==> config.mk <==
export PLATFORM = sky130hd
export DESIGN_NAME = mem_stage
export DESIGN_NICKNAME = d
export VERILOG_FILES = /design/src/rtl/mem_stage.sv
export SDC_FILE = /design/constraint.sdc
export NUM_CORES = 1
export LEC_CHECK = 0
export BUFFER_PORTS_ARGS = -buffer_cell sky130_fd_sc_hd__buf_2
export CORE_UTILIZATION = 46
export DETAILED_ROUTE_END_ITERATION = 12
export PLACE_DENSITY_LB_ADDON = 0.25
export SLEW_MARGIN = 5
export SYNTH_ARGS = -nofsm -noshare
export SYNTH_HDL_FRONTEND = slang
export SYNTH_SLANG_ARGS = --single-unit
==> constraint.sdc <==
create_clock -name clk -period 1.7 [get_ports clk]
set_input_delay 0.17 -clock clk [delete_from_list [all_inputs] [get_ports clk]]
set_output_delay 0.17 -clock clk [all_outputs]
set_load 0.02 [all_outputs]
==> src/rtl/mem_stage.sv <==
// Memory-access pipeline stage: issues data-memory requests over a req/gnt/rvalid
// port, formats loads/stores, detects misalignment and registers the MEM/WB result.
module mem_stage #(
    parameter int unsigned XLEN = 32
) (
    input  logic            clk,
    input  logic            rst,
    input  logic            stall_in,
    input  logic            flush,
    input  logic [XLEN-1:0] alu_result_in,
    input  logic [XLEN-1:0] rs2_data_in,
    input  logic [4:0]      rd_in,
    input  logic [2:0]      funct3_in,
    input  logic            valid_in,
    input  logic            mem_read_in,
    input  logic            mem_write_in,
    input  logic            reg_write_in,
    input  logic [1:0]      wb_sel_in,
    output logic            dmem_req,
    output logic            dmem_we,
    output logic [XLEN-1:0] dmem_addr,
    output logic [3:0]      dmem_be,
    output logic [XLEN-1:0] dmem_wdata,
    input  logic            dmem_gnt,
    input  logic            dmem_rvalid,
    input  logic [XLEN-1:0] dmem_rdata,
    output logic            mem_stall,
    output logic [XLEN-1:0] wb_data_out,
    output logic [4:0]      rd_out,
    output logic            reg_write_out,
    output logic            valid_out,
    output logic            misaligned_out,
    output logic [XLEN-1:0] fault_addr_out,
    output logic [XLEN-1:0] fwd_data
);

    typedef enum logic [2:0] {
        S_IDLE  = 3'd0,
        S_REQ   = 3'd1,
        S_WAIT  = 3'd2,
        S_DONE  = 3'd3,
        S_DRAIN = 3'd4
    } state_t;

    state_t          state;
    state_t          state_nxt;

    logic            acc;
    logic            is_store;
    logic [1:0]      off;
    logic            misaligned_c;
    logic            issue_c;
    logic            complete_c;
    logic            stall_c;
    logic [3:0]      be_fmt;
    logic [XLEN-1:0] wdata_fmt;
    logic [XLEN-1:0] load_data_c;
    logic [XLEN-1:0] lbuf;

    // Copy of the issued request, held stable while waiting for gnt/rvalid
    logic [XLEN-1:0] q_addr;
    logic [3:0]      q_be;
    logic [XLEN-1:0] q_wdata;
    logic            q_we;
    logic [2:0]      q_f3;
    logic [1:0]      q_off;

    function automatic logic [XLEN-1:0] fmt_load(input logic [XLEN-1:0] word,
                                                 input logic [2:0]      f3,
                                                 input logic [1:0]      boff);
        logic [7:0]  b;
        logic [15:0] h;
        b = word[{boff, 3'b000} +: 8];
        h = boff[1] ? word[31:16] : word[15:0];
        case (f3[1:0])
            2'b00:   fmt_load = f3[2] ? {{(XLEN-8){1'b0}}, b} : {{(XLEN-8){b[7]}}, b};
            2'b01:   fmt_load = f3[2] ? {{(XLEN-16){1'b0}}, h} : {{(XLEN-16){h[15]}}, h};
            default: fmt_load = word;
        endcase
    endfunction

    assign acc          = valid_in & (mem_read_in | mem_write_in);
    assign is_store     = mem_write_in;
    assign off          = alu_result_in[1:0];
    assign misaligned_c = acc & (((funct3_in[1:0] == 2'b01) & off[0]) |
                                 (funct3_in[1] & (off != 2'b00)));
    assign issue_c      = (state == S_IDLE) & acc & ~misaligned_c & ~stall_in & ~flush & ~rst;

    // Store lane placement
    always_comb begin
        be_fmt    = 4'b1111;
        wdata_fmt = rs2_data_in;
        case (funct3_in[1:0])
            2'b00: begin
                be_fmt    = 4'b0001 << off;
                wdata_fmt = {4{rs2_data_in[7:0]}};
            end
            2'b01: begin
                be_fmt    = 4'b0011 << off;
                wdata_fmt = {2{rs2_data_in[15:0]}};
            end
            default: ;
        endcase
    end

    always_ff @(posedge clk) begin
        if (rst) state <= S_IDLE;
        else     state <= state_nxt;
    end

    // Next-state logic; flush always wins over completion
    always_comb begin
        state_nxt = state;
        case (state)
            S_IDLE: begin
                if (issue_c) begin
                    if (!dmem_gnt)     state_nxt = S_REQ;
                    else if (!is_store) state_nxt = S_WAIT;
                end
            end
            S_REQ: begin
                if (dmem_gnt) begin
                    if (q_we)       state_nxt = (stall_in & ~flush) ? S_DONE : S_IDLE;
                    else            state_nxt = flush ? S_DRAIN : S_WAIT;
                end else if (flush) begin
                    state_nxt = S_IDLE;
                end
            end
            S_WAIT: begin
                if (flush)            state_nxt = dmem_rvalid ? S_IDLE : S_DRAIN;
                else if (dmem_rvalid) state_nxt = stall_in ? S_DONE : S_IDLE;
            end
            S_DONE: begin
                if (flush || !stall_in) state_nxt = S_IDLE;
            end
            S_DRAIN: begin
                if (dmem_rvalid) state_nxt = S_IDLE;
            end
            default: state_nxt = S_IDLE;
        endcase
    end

    // Bus drive, completion and stall
    always_comb begin
        dmem_req   = 1'b0;
        dmem_we    = 1'b0;
        dmem_addr  = '0;
        dmem_be    = 4'b0000;
        dmem_wdata = '0;
        complete_c = 1'b0;
        stall_c    = 1'b0;
        if (!rst) begin
            case (state)
                S_IDLE: begin
                    dmem_req = issue_c;
                    if (issue_c) begin
                        dmem_we    = is_store;
                        dmem_addr  = {alu_result_in[XLEN-1:2], 2'b00};
                        dmem_be    = be_fmt;
                        dmem_wdata = is_store ? wdata_fmt : '0;
                    end
                    complete_c = ~acc | misaligned_c | (issue_c & dmem_gnt & is_store);
                    stall_c    = acc & ~misaligned_c & ~complete_c;
                end
                S_REQ: begin
                    dmem_req   = 1'b1;
                    dmem_we    = q_we;
                    dmem_addr  = q_addr;
                    dmem_be    = q_be;
                    dmem_wdata = q_wdata;
                    complete_c = dmem_gnt & q_we & ~stall_in & ~flush;
                    stall_c    = ~complete_c;
                end
                S_WAIT: begin
                    complete_c = dmem_rvalid & ~stall_in & ~flush;
                    stall_c    = ~complete_c;
                end
                S_DONE: begin
                    complete_c = ~stall_in & ~flush;
                    stall_c    = ~complete_c;
                end
                S_DRAIN: stall_c = 1'b1;
                default: ;
            endcase
        end
    end

    assign mem_stall   = stall_c;
    assign load_data_c = (state == S_DONE) ? lbuf : fmt_load(dmem_rdata, q_f3, q_off);

    always_ff @(posedge clk) begin
        if (rst) begin
            q_addr  <= '0;
            q_be    <= 4'b0000;
            q_wdata <= '0;
            q_we    <= 1'b0;
            q_f3    <= 3'b000;
            q_off   <= 2'b00;
        end else if (issue_c) begin
            q_addr  <= {alu_result_in[XLEN-1:2], 2'b00};
            q_be    <= be_fmt;
            q_wdata <= is_store ? wdata_fmt : '0;
            q_we    <= is_store;
            q_f3    <= funct3_in;
            q_off   <= off;
        end
    end

    // Load buffer keeps a response that arrived while the pipe was stalled
    always_ff @(posedge clk) begin
        if (rst)                                    lbuf <= '0;
        else if ((state == S_WAIT) && dmem_rvalid)  lbuf <= fmt_load(dmem_rdata, q_f3, q_off);
    end

    // MEM/WB register
    always_ff @(posedge clk) begin
        if (rst) begin
            wb_data_out    <= '0;
            rd_out         <= 5'd0;
            reg_write_out  <= 1'b0;
            valid_out      <= 1'b0;
            misaligned_out <= 1'b0;
            fault_addr_out <= '0;
        end else if (!stall_in) begin
            if (flush || stall_c || !complete_c || !valid_in) begin
                valid_out      <= 1'b0;
                reg_write_out  <= 1'b0;
                misaligned_out <= 1'b0;
            end else begin
                valid_out      <= 1'b1;
                rd_out         <= rd_in;
                misaligned_out <= misaligned_c;
                reg_write_out  <= reg_write_in & ~misaligned_c;
                fault_addr_out <= misaligned_c ? alu_result_in : '0;
                wb_data_out    <= (!misaligned_c && (wb_sel_in == 2'b01)) ? load_data_c
                                                                          : alu_result_in;
            end
        end
    end

    assign fwd_data = wb_data_out;

endmodule
==> results_dict.tcl <==
set metrics [dict create \
    crit_arrival_ns 2.05 \
    outcome "finished with violations" \
    maxCapViolCount 0 \
    crit_path_end_kind "output pin" \
    grt_pass1_vias 9762 \
    grt_max_degree 72 \
    design_power_total_w 0.0113 \
    synthArstFlopShare_pct 0 \
    synth_cells 1101 \
    power_density_nw_per_um2 791 \
    synth.area.top_cells "dfxtp_1, nand2_1, a22o_1" \
    core_area_sq_um 18800 \
    slew_violations 0 \
    violations "setup timing" \
    cts_tree "done" \
    yosysSeqAreaShare_pct 40.6 \
    die_area_sq_um 19700 \
    cts_buffer_depth 2 \
    finalHoldViolations 0 \
    yosysWarnings 0 \
    relSlewSlack_pct 41.0 \
    route.antenna.remaining_nets 0 \
    fin_ws_ns -0.520 \
    route.detailed.drc 0 \
    nets 1607 \
    ios 291 \
    grt_remaining_overflow 0 \
    syn_to_final_growth_pct 62.2 \
    worstPathCellList "buf_6, nor2_4, nand2_2, or3_4, clkbuf_16, o21ai_4, buf_6" \
    cp-start-kind "flop" \
    worstSetupPathType "flop to output pin" \
    cp_slowest_cell "or3_4" \
    place.gp.congestion 0.881 \
    yosysUniqueCellTypes 59 \
    skew_ns 0.0110 \
    holdCritPathClass "input pin to flop" \
    die_y_microns 140 \
    htree_num_levels 4 \
    design_area_sq_um 14300 \
    setup_viol 241 \
    netlist.area_leader.share_pct 40.6 \
    vias 10200 \
    final_common_cell "buf_2" \
    leakagePower_nw 6.27 \
    netlist_area_sq_um 8820 \
    rsz0062_at_grt "true" \
    crit_fanout 5 \
    drive_gt1_share_pct 46.7 \
    setup-tns-final_ns -74.24 \
    dieWidth_microns 140 \
    syn_area_per_cell_sq_um 8.01 \
    rows 50 \
    antenna_found_initial 1 \
    grt_usage_pct 34.0 \
    synthFlopType "dfxtp_1" \
    crit_top_cell "buf_6" \
    clock_sinks 179 \
    grt_first_pass_wirelength_microns 51700 \
    synth.largest_area_cell "dfxtp_1" \
    clk_pin_slew_ns 0.08 \
    stdcell_count 1739 \
    drt_wl_total_microns 36000 \
    final_cell_mix "buf_2, nand2_1, dfxtp_1" \
    cp.required_ns 1.53 \
    ir_drop_mv 0.786 \
    synth_edf_count 0 \
    worst_pin_slew_ns 0.885 \
    io_buffer_count 288 \
    vias_per_cell 5.89 \
    clock-root-buffer "clkbuf_16" \
    fmax_mhz 451 \
    clkLatencyLatePin_ns 0.44 \
    worstPathBufferInverterCount 3 \
    min_period_ns 2.22 \
    max_stage_delay_ns 0.40 \
    wire_per_inst_microns 20.7 \
    post_dp_cell_area_sq_um 11300 \
    ys_ff_latch 179 \
    drtPass1Iterations 5 \
    numCtsBuffers 17 \
    start_util_pct 47.0 \
    first_iter_violations 705 \
    dp_hpwl_microns 21500 \
    min_period_over_period_pct 131 \
    crit_family "simple AND/OR/NAND/NOR gates" \
    dp_cells 1620 \
]
==> worst paths after layout <==
kind	from	to	slack [ns]	cells past startpoint
worst max register to register	state[2]	fwd_data[30]	-0.52	10
worst min-delay path	reg_write_in	reg_write_out	0.01	3
worst min register to register	fault_addr_out[2]	fault_addr_out[2]	0.45	2
worst max-delay path	state[1]	dmem_wdata[8]	-0.52	7
==> synthesized netlist by cell type (8+ instances only) <==
library cell,number
a21oi_1,90
a211oi_1,35
buf_4,37
a311oi_1,23
mux2i_1,35
clkbuf_1,71
nand3_1,36
nor3_1,10
a22o_1,67
dfxtp_1,179
o21ai_0,39
nor2_1,116
o221ai_1,23
nand2_1,213
a221o_1,8
buf_2,19
==> registers in the layout, summed over array words and instances (netlist names) <==
signal          count
q_addr             30
lbuf               32
state               3
fault_addr_out     32
misaligned_out      1
rd_out              5
q_f3                3
q_wdata            32
valid_out           1
reg_write_out       1
q_we                1
fwd_data           32
q_off               2
q_be                4
==> tightest hold or removal path, cell delays in order <==
cell and delay (ns):
buf_2 0.08, a32oi_1 0.09, nor2_1 0.07
==> metrics by stage <==
step / worst slack, ns / util, % / hold WS [ns]
6_report: -0.520 / 76.3 / 0.0127
5_1_grt: -0.599 / 76.2 / 0.00937
4_1_cts: -0.479 / 71.4 / 0.00817
3_5_place_dp: -0.438 / 60.1 / 0.420
3_3_place_gp: -0.369 / 60.1 / 0.411
2_1_floorplan: -0.0767 / - / 0.303
==> logic make-up after synthesis <==
kind of cell	Yosys count	share of synthesized area (%)
flip-flops	179	40.6
other	1	0.0425
AO/OA/AOI/OAI	324	26.0
buffers and inverters	141	8.28
multiplexers	43	5.12
AND/OR/NAND/NOR	413	19.9
==> repair_timing <==
item,CTS,global route
setup endpoints to repair,233,247
gates cloned,15,11
endpoints found under the hold margin,6,0
setup buffers,41,24
resized for setup,214,159
hold buffers,6,0
pin swaps,64,68
==> cell type report <==
class                      count  area (sq um)
clock buffer                  17           425
inverter                       7          26.3
timing repair buffer         503          4380
sequential                   179          3590
multi-input combinational    783          5430
tap                          234           293
clock inverter                15           164
fill                        1240          4460
antenna                        1          2.50
==> routing by layer <==
metal | vias up | track usage [%] | part of all wire, %
met5 | - | 0 | 0.031
met4 | 2 | 17.3 | 5.0
met3 | 135 | 6.97 | 7.4
met2 | 536 | 59.7 | 50
met1 | 4882 | 39.0 | 38
li1 | 4694 | - | -
==> report_power, final <==
group | total [W] | internal, W | switching (W) | leakage [nW]
registers | 0.00451 | 0.00437 | 0.000136 | 1.45
clock network | 0.00401 | 0.00209 | 0.00192 | 0.281
logic | 0.00281 | 0.00131 | 0.00150 | 4.54
Note: power is estimated with default switching activity, not from simulation.
